==> src/rtl/fpu_issue_ctrl.sv <==
// FPU issue and sequencing controller.
// Takes one FP op per valid/ready handshake, holds operands stable for the
// selected unit, pulses it, waits for done (with timeout) and produces a
// one-cycle registered writeback.
module fpu_issue_ctrl #(
  parameter int unsigned TIMEOUT_CYCLES = 64
) (
  input  logic        g_clk,
  input  logic        g_rst_n,
  input  logic        issue_valid,
  output logic        issue_ready,
  input  logic [4:0]  issue_op,
  input  logic [4:0]  issue_rd,
  input  logic [31:0] issue_a,
  input  logic [31:0] issue_b,
  input  logic [31:0] issue_c,
  input  logic        flush,
  output logic        unit_start,
  output logic [3:0]  unit_sel,
  output logic [1:0]  unit_fma_sel,
  output logic [31:0] unit_a,
  output logic [31:0] unit_b,
  output logic [31:0] unit_c,
  input  logic        unit_done,
  input  logic [31:0] unit_result,
  input  logic [31:0] comb_result,
  output logic        wb_valid,
  output logic [4:0]  wb_rd,
  output logic [31:0] wb_data,
  output logic        stall,
  output logic        timeout_err
);

  localparam logic [31:0] CanonNan    = 32'h7fc0_0000;
  localparam logic [7:0]  TimeoutLast = 8'(TIMEOUT_CYCLES - 1);

  typedef enum logic [2:0] {StIdle, StComb, StStart, StWait, StDrain} state_e;

  state_e      state_q, state_d;
  logic [7:0]  cnt_q, cnt_d;
  logic [4:0]  rd_q;
  logic        inv_q;
  logic [3:0]  sel_q;
  logic [1:0]  fma_q;
  logic [31:0] a_q, b_q, c_q;
  logic        wb_valid_q, wb_valid_d;
  logic [4:0]  wb_rd_q, wb_rd_d;
  logic [31:0] wb_data_q, wb_data_d;
  logic        timeout_q, timeout_d;

  logic [3:0]  dec_sel;
  logic        dec_multi;
  logic        dec_invalid;
  logic        accept;

  assign issue_ready  = (state_q == StIdle) && !flush;
  assign stall        = ~issue_ready;
  assign accept       = issue_valid && issue_ready;
  assign unit_start   = (state_q == StStart);
  assign unit_sel     = sel_q;
  assign unit_fma_sel = fma_q;
  assign unit_a       = a_q;
  assign unit_b       = b_q;
  assign unit_c       = c_q;
  assign wb_valid     = wb_valid_q;
  assign wb_rd        = wb_rd_q;
  assign wb_data      = wb_data_q;
  assign timeout_err  = timeout_q;

  // Opcode classification and unit select decode.
  always_comb begin
    dec_sel     = 4'd0;
    dec_multi   = (issue_op[4:3] == 2'b10) || (issue_op[4:2] == 3'b000);
    dec_invalid = (issue_op == 5'b00100) || (issue_op[4:3] == 2'b11);
    if (issue_op[4:3] == 2'b10) begin
      case (issue_op[2:0])
        3'd4:    dec_sel = 4'd5;
        3'd5:    dec_sel = 4'd7;
        3'd6:    dec_sel = 4'd4;
        3'd7:    dec_sel = 4'd6;
        default: dec_sel = 4'd8;
      endcase
    end else if (issue_op[4:2] == 3'b000) begin
      case (issue_op[1:0])
        2'd2:    dec_sel = 4'd2;
        2'd3:    dec_sel = 4'd3;
        default: dec_sel = 4'd1;
      endcase
    end
  end

  // Next-state, wait counter and writeback decisions.
  always_comb begin
    state_d    = state_q;
    cnt_d      = cnt_q;
    wb_valid_d = 1'b0;
    wb_rd_d    = wb_rd_q;
    wb_data_d  = wb_data_q;
    timeout_d  = 1'b0;
    unique case (state_q)
      StIdle: begin
        if (accept) state_d = dec_multi ? StStart : StComb;
      end
      StComb: begin
        if (!flush) begin
          wb_valid_d = 1'b1;
          wb_rd_d    = rd_q;
          wb_data_d  = inv_q ? CanonNan : comb_result;
        end
        state_d = StIdle;
      end
      StStart: begin
        cnt_d   = 8'd0;
        state_d = flush ? StDrain : StWait;
      end
      StWait: begin
        cnt_d = cnt_q + 8'd1;
        if (flush) begin
          // A done racing the flush is dropped; nothing left to drain.
          state_d = unit_done ? StIdle : StDrain;
        end else if (unit_done) begin
          wb_valid_d = 1'b1;
          wb_rd_d    = rd_q;
          wb_data_d  = unit_result;
          state_d    = StIdle;
        end else if (cnt_q >= TimeoutLast) begin
          wb_valid_d = 1'b1;
          wb_rd_d    = rd_q;
          wb_data_d  = CanonNan;
          timeout_d  = 1'b1;
          state_d    = StIdle;
        end
      end
      StDrain: begin
        cnt_d = cnt_q + 8'd1;
        if (unit_done) begin
          state_d = StIdle;
        end else if (cnt_q >= TimeoutLast) begin
          timeout_d = 1'b1;
          state_d   = StIdle;
        end
      end
      default: state_d = StIdle;
    endcase
  end

  // Control state and registered writeback.
  always_ff @(posedge g_clk or negedge g_rst_n) begin
    if (!g_rst_n) begin
      state_q    <= StIdle;
      cnt_q      <= 8'd0;
      wb_valid_q <= 1'b0;
      wb_rd_q    <= 5'd0;
      wb_data_q  <= 32'd0;
      timeout_q  <= 1'b0;
    end else begin
      state_q    <= state_d;
      cnt_q      <= cnt_d;
      wb_valid_q <= wb_valid_d;
      wb_rd_q    <= wb_rd_d;
      wb_data_q  <= wb_data_d;
      timeout_q  <= timeout_d;
    end
  end

  // Operand capture on accept; held until the next accept.
  always_ff @(posedge g_clk or negedge g_rst_n) begin
    if (!g_rst_n) begin
      rd_q  <= 5'd0;
      inv_q <= 1'b0;
      sel_q <= 4'd0;
      fma_q <= 2'd0;
      a_q   <= 32'd0;
      b_q   <= 32'd0;
      c_q   <= 32'd0;
    end else if (accept) begin
      rd_q  <= issue_rd;
      inv_q <= dec_invalid;
      sel_q <= dec_sel;
      fma_q <= issue_op[1:0];
      a_q   <= issue_a;
      // fsub is fed to the adder as a + (-b).
      b_q   <= (issue_op == 5'b00001) ? {~issue_b[31], issue_b[30:0]} : issue_b;
      c_q   <= issue_c;
    end
  end

endmodule

==> config.mk <==
export PLATFORM = sky130hd
export DESIGN_NAME = fpu_issue_ctrl
export DESIGN_NICKNAME = d
export VERILOG_FILES = /design/src/rtl/fpu_issue_ctrl.sv
export SDC_FILE = /design/constraint.sdc
export NUM_CORES = 1
export LEC_CHECK = 0
export ABC_AREA = 1
export CORE_MARGIN = 5
export CORE_UTILIZATION = 37
export CTS_CLUSTER_SIZE = 24
export DETAILED_ROUTE_END_ITERATION = 12
export PLACE_DENSITY = 0.84
export RECOVER_POWER = 100
export SYNTH_ARGS = -nofsm -noshare
export SYNTH_HDL_FRONTEND = slang
export SYNTH_SLANG_ARGS = --single-unit
==> constraint.sdc <==
create_clock -name g_clk -period 1.45 [get_ports g_clk]
set_input_delay 0.29 -clock g_clk [delete_from_list [all_inputs] [get_ports g_clk]]
set_output_delay 0.29 -clock g_clk [all_outputs]
set_load 0.01 [all_outputs]
## After elaboration in Yosys (flattened, before gate mapping)

Cells that the tools add are included.

| word-level totals | value |
|---|---|
| register bits after elaboration | 158 |
| output and inout bits | 144 |
| word-level logic and storage cells | 79 |

| operators by class | value |
|---|---|
| equality and inequality tests | 18 |
| order comparisons | 1 |
| $add $sub $neg | 1 |
| reduce and logical (&&, ||, !) cells | 11 |
| multiplexer cells | 33 |
| bitwise gates (word level) | 2 |

Operator list:

| operator | number |
|---|---|
| 2-to-1 mux 32 bit | 6 |
| case mux 32 bit (2 select lines) | 1 |
| 2-to-1 mux 5 bit | 4 |
| 2-to-1 mux 3 bit | 6 |
| case mux 4 bit (4 select lines) | 1 |
| case mux 8 bit (2 select lines) | 1 |
| == test 3 bit, second input constant | 5 |
| case mux 3 bit (4 select lines) | 1 |
| case mux 5 bit (2 select lines) | 1 |
| adder 8 x 1 -> 8 bit, second input constant | 1 |
| == test 2 bit, second input constant | 4 |
| greater-or-equal comparator 8 x 6 -> 1 bit, second input constant | 1 |
| == test 3 x 2 -> 1 bit, second input constant | 2 |
| zero test 3 bit | 2 |
| 2-to-1 mux 1 bit | 6 |
| inequality test 2 bit, second input constant | 3 |
| == test 5 x 1 -> 1 bit, second input constant | 1 |
| == test 5 x 3 -> 1 bit, second input constant | 1 |
| 2-to-1 mux 2 bit | 2 |
| 2-to-1 mux 4 bit | 1 |
| case mux 1 bit (2 select lines) | 2 |
| case mux 2 bit (2 select lines) | 1 |
| AND reduction 4 bit | 1 |
| nonzero test 2 bit | 2 |
| 7 further kinds | 10 |

## Logic depth before layout (Yosys ltp)

| depth | value |
|---|---|
| word-level depth | 5 |
| depth in mapped cells | 10 |
| mapped depth without buffers | 8 |

## Worst setup path after synthesis

OpenSTA, ideal clock, no wires.

| timing path | value |
|---|---|
| kind | reg-to-reg |
| from | register cnt_q[0] |
| to | register wb_data_q[28], in the netlist wb_data[28] |
| arrival time | 1428 ps |
| required time | 1333 ps |
| path buffers | 2 |
| stages on the path, launching flop included | 10 |
| path slack | -95 ps |
| path through | dfrtp_1 -> ha_1 -> nand3_1 -> nor2_1 -> nor2_2 -> nand3_1 -> buf_4 -> buf_4 -> nand3_1 -> nand2_1 |

| between the ends | value |
|---|---|
| cells in the longest elaborated chain, start to end | 3 |

Ends and longest elaborated chain:

| item | line | source |
|---|---|---|
| from (decl) | 40 | `logic [7:0] cnt_q, cnt_d;` |
| from (signal assigned) | 158 | `cnt_q <= cnt_d;` |
| greater-or-equal comparator 8 x 6 -> 1 bit | 126 | `end else if (cnt_q >= TimeoutLast) begin` |
| inequality test 3 bit (no source line) | - |  |
| AND reduction 4 bit (no source line) | - |  |
| to (signal assigned) | 161 | `wb_data_q <= wb_data_d;` |
| to (decl) | 48 | `logic [31:0] wb_data_q, wb_data_d;` |

Every way passes these cells.
A chain may end at the register's enable or synchronous reset.

## Worst setup path in the final report

| timing path | value |
|---|---|
| from | register state_q[1] |
| to | register timeout_q, in the netlist timeout_err |

| between the ends | value |
|---|---|
| cells in the longest elaborated chain, start to end | 2 |

Ends and longest elaborated chain:

| item | line | source |
|---|---|---|
| from (decl) | 39 | `state_e state_q, state_d;` |
| from (signal assigned) | 150 | `state_q <= StIdle;` |
| from (signal assigned) | 157 | `state_q <= state_d;` |
| == test 3 bit or == test 3 x 2 -> 1 bit (tied branches) | 100 | `unique case (state_q)` |
| case mux 1 bit (2 select lines) (*) | 100 |  |
| net timeout_d | 49 | `logic timeout_q, timeout_d;` |
| to (signal assigned) | 162 | `timeout_q <= timeout_d;` |
| to (decl) | 49 |  |

Mark *: on every way through the listed nets, which the timed path passes. The rest lies on a longest branch.

==> results.toml <==
[synth]
yosysUniqueCellTypes = 28
synthesis.area_mm2 = 0.00678
synthCells = 826
ys.flop_type = "dfrtp_1"
synth_edf_count = 0
synth.net_count = 1002
async_reset_ff_frac = 1.00
synth_warnings = 0
yosysTopAreaCellShare = 0.583
synthTopCellsByCount = "454 x nand2_1, 158 x dfrtp_1, 73 x nand3_1"
seq_area_frac_synth = 0.583
syn_avg_cell_area_um2 = 8.21
synth_area_leader_cell = "dfrtp_1"
synthMostInstantiatedCell = "nand2_1"
synth_area_leaders = "dfrtp_1 58%, nand2_1 25%, nand3_1 5.4%, o21ai_0 2.2%, buf_2 1.4%"
yosys_register_bits = 158

[setup_path]
crit_required_ps = 1770
worstPathMaxFanout = 8
r2r_cells = 12
cp-start-kind = "register"
endpoint_kind = "register"
critPathKind = "reg -> reg"
arrival_ps = 2030

[power]
power.density_mw_per_mm2 = 1870
clkPwrFrac = 0.207
comb_power_share = 0.468
switching_share = 0.375
vdd_drop_max_uv = 1200
p_int_w = 0.0153
p_leak_nw = 6.65
p_sw_w = 0.00918
p_seq_frac = 0.325

[routing]
dr.pass1.iters = 4
vias = 7447
via_per_inst = 5.04
drt-total-wl_mm = 28.1
route.detailed.drc = 0
drt-wirelength-per-cell_um = 19.0
detail-route-antenna-nets = 0
drtIter0Drc = 329

[worst_hold_path]
min_path_type = "in -> reg"
hold_path_depth = 3

[finish]
fill_cells = 1206
drive_gt1_frac = 0.287
nets = 1411
syn_to_final_growth_pct = 92.4

[grt]
grt_max_degree = 39
grt_pass1_vias = 7370
overflow = 0
antenna_found_initial = 0
gr-usage-all-layers = 0.233
grt_pass1_wl_mm = 39.9

[die]
start_util = 0.376
die_area_mm2 = 0.0211
die_h_um = 145
fp-row-count = 49
die_w_um = 145
core-area_mm2 = 0.0180
pin_count = 319

[timing]
setup_viol = 161
fin_crit_ps = 1710
finalHoldViolations = 0
clock_skew_ps = 9.12
drv_slew = 0
max_freq_ghz = 0.585
rsz0062_at_grt = "true"
finalCritPeriodShare = 1.18
fin_ws_ps = -261
slew_headroom = 0.387
worst_slew_pin_slew_ps = 920
whs_ps = 408

[placed_design]
io_buffer_count = 318
pre_cts_ws_ps = -318
gp_congestion = 0.836
dpl.hpwl_mm = 17.0

[job]
maxCapViolations = 0

[clock_tree]
cts_buffers = 17
cts_sinks = 158
clkTransAtPathRegs_ps = 70
cts-root-buf = "clkbuf_16"
clkLatencyLatePin_ps = 410
cts_tree = "yes"
cts_buffer_depth = 2
h-tree-depth = 4

[run_status]
status = "finished, violations left"
violations = "negative setup slack"
metal layers:
layer  track usage  routed length (um)
met1         0.276               10300
met5             0                   0
met2         0.408               15100
met4        0.0658                 666
met3        0.0744                2110
per-stage QoR:
stage                     instance area, um2  cells  power [W]  setup TNS, ps   util
final                                  13000   1478     0.0244         -27550  0.724
after global routing                   13000   1477     0.0258         -37820  0.723
after CTS                              11900   1450     0.0221         -20430  0.661
after detailed placement               10700   1388     0.0170         -29970  0.591
after global placement                 10700   1388     0.0167         -26020  0.591
after floorplan                         6810    826     0.0111              0      -
final timing paths:
kind	start	end	slack, ps
hold / removal	issue_b[22]	unit_b[22]	410
min in group asynchronous	g_rst_n	wb_data[20]	560
hold reg to reg	wb_data[0]	wb_data[0]	460
setup / recovery	state_q[1]	timeout_err	-260
max in group asynchronous	g_rst_n	state_q[2]	130
setup reg to reg	state_q[1]	timeout_err	-260
cell usage in the layout, fill, tap and decap left out, types with 15 or more instances in the layout:
cell,count
nor2_1,15
nand2_1,285
inv_1,15
clkdlybuf4s50_1,173
nand2_4,59
buf_4,49
dlygate4sd2_1,138
nand3_1,63
buf_6,19
dfrtp_1,156
buf_12,17
nand2_2,107
clkbuf_16,26
sequential cells by signal, indices dropped and copies added (netlist names):
register	flops
cnt_q	8
inv_q	1
rd_q	5
state_q	3
timeout_err	1
unit_a	32
unit_b	32
unit_c	32
unit_fma_sel	2
unit_sel	4
wb_data	32
wb_rd	5
wb_valid	1
logic make-up after synthesis:
| kind of cell | Yosys count | synth area share |
|---|---|---|
| buf+inv | 66 | 0.0517 |
| compound gates | 40 | 0.0318 |
| flops | 158 | 0.583 |
| fa+ha+maj | 1 | 0.00185 |
| simple gates | 559 | 0.329 |
| xor+xnor | 2 | 0.00258 |
power by group through the flow:
stage / sequential [W] / combinational (W) / clock (W)
5_1_grt: 0.00817 / 0.0123 / 0.00534
3_3_place_gp: 0.00743 / 0.00925 / 0
3_5_place_dp: 0.00750 / 0.00949 / 0
4_1_cts: 0.00746 / 0.00947 / 0.00514
2_1_floorplan: 0.00823 / 0.00289 / 0
6_report: 0.00794 / 0.0114 / 0.00507
area by class of cell:
type                            count  area (um2)  share of cell area
Timing Repair Buffer              434        4630               0.355
Sequential cell                   158        3960               0.303
Multi-Input combinational cell    602        3400               0.261
Clock buffer                       21         460              0.0353
Tap cell                          229         287              0.0220
Clock inverter                     11         204              0.0156
Inverter                           21        93.8             0.00719
Timing Repair inverter              1        11.3            0.000863
Antenna cell                        1        2.50            0.000192
repair_timing:
item	CTS	global route
hold buffers	1	0
resized for setup	249	257
endpoints found under the setup margin	294	169
pin swaps	28	97
gates cloned	12	12
buffers inserted	20	18
hold endpoints to repair	23	0
worst max-delay path, cell delays in order (launching register included):
cell     delay, ps
dfrtp_1        390
buf_6          130
nor2_4         120
buf_4          120
buf_6           80
buf_6           80
buf_6           80
buf_6          100
nand2_8         70
buf_8          150
nand2_1         70
nand2_1         80
nor3_2         150
(Power assumes the default switching activity.)
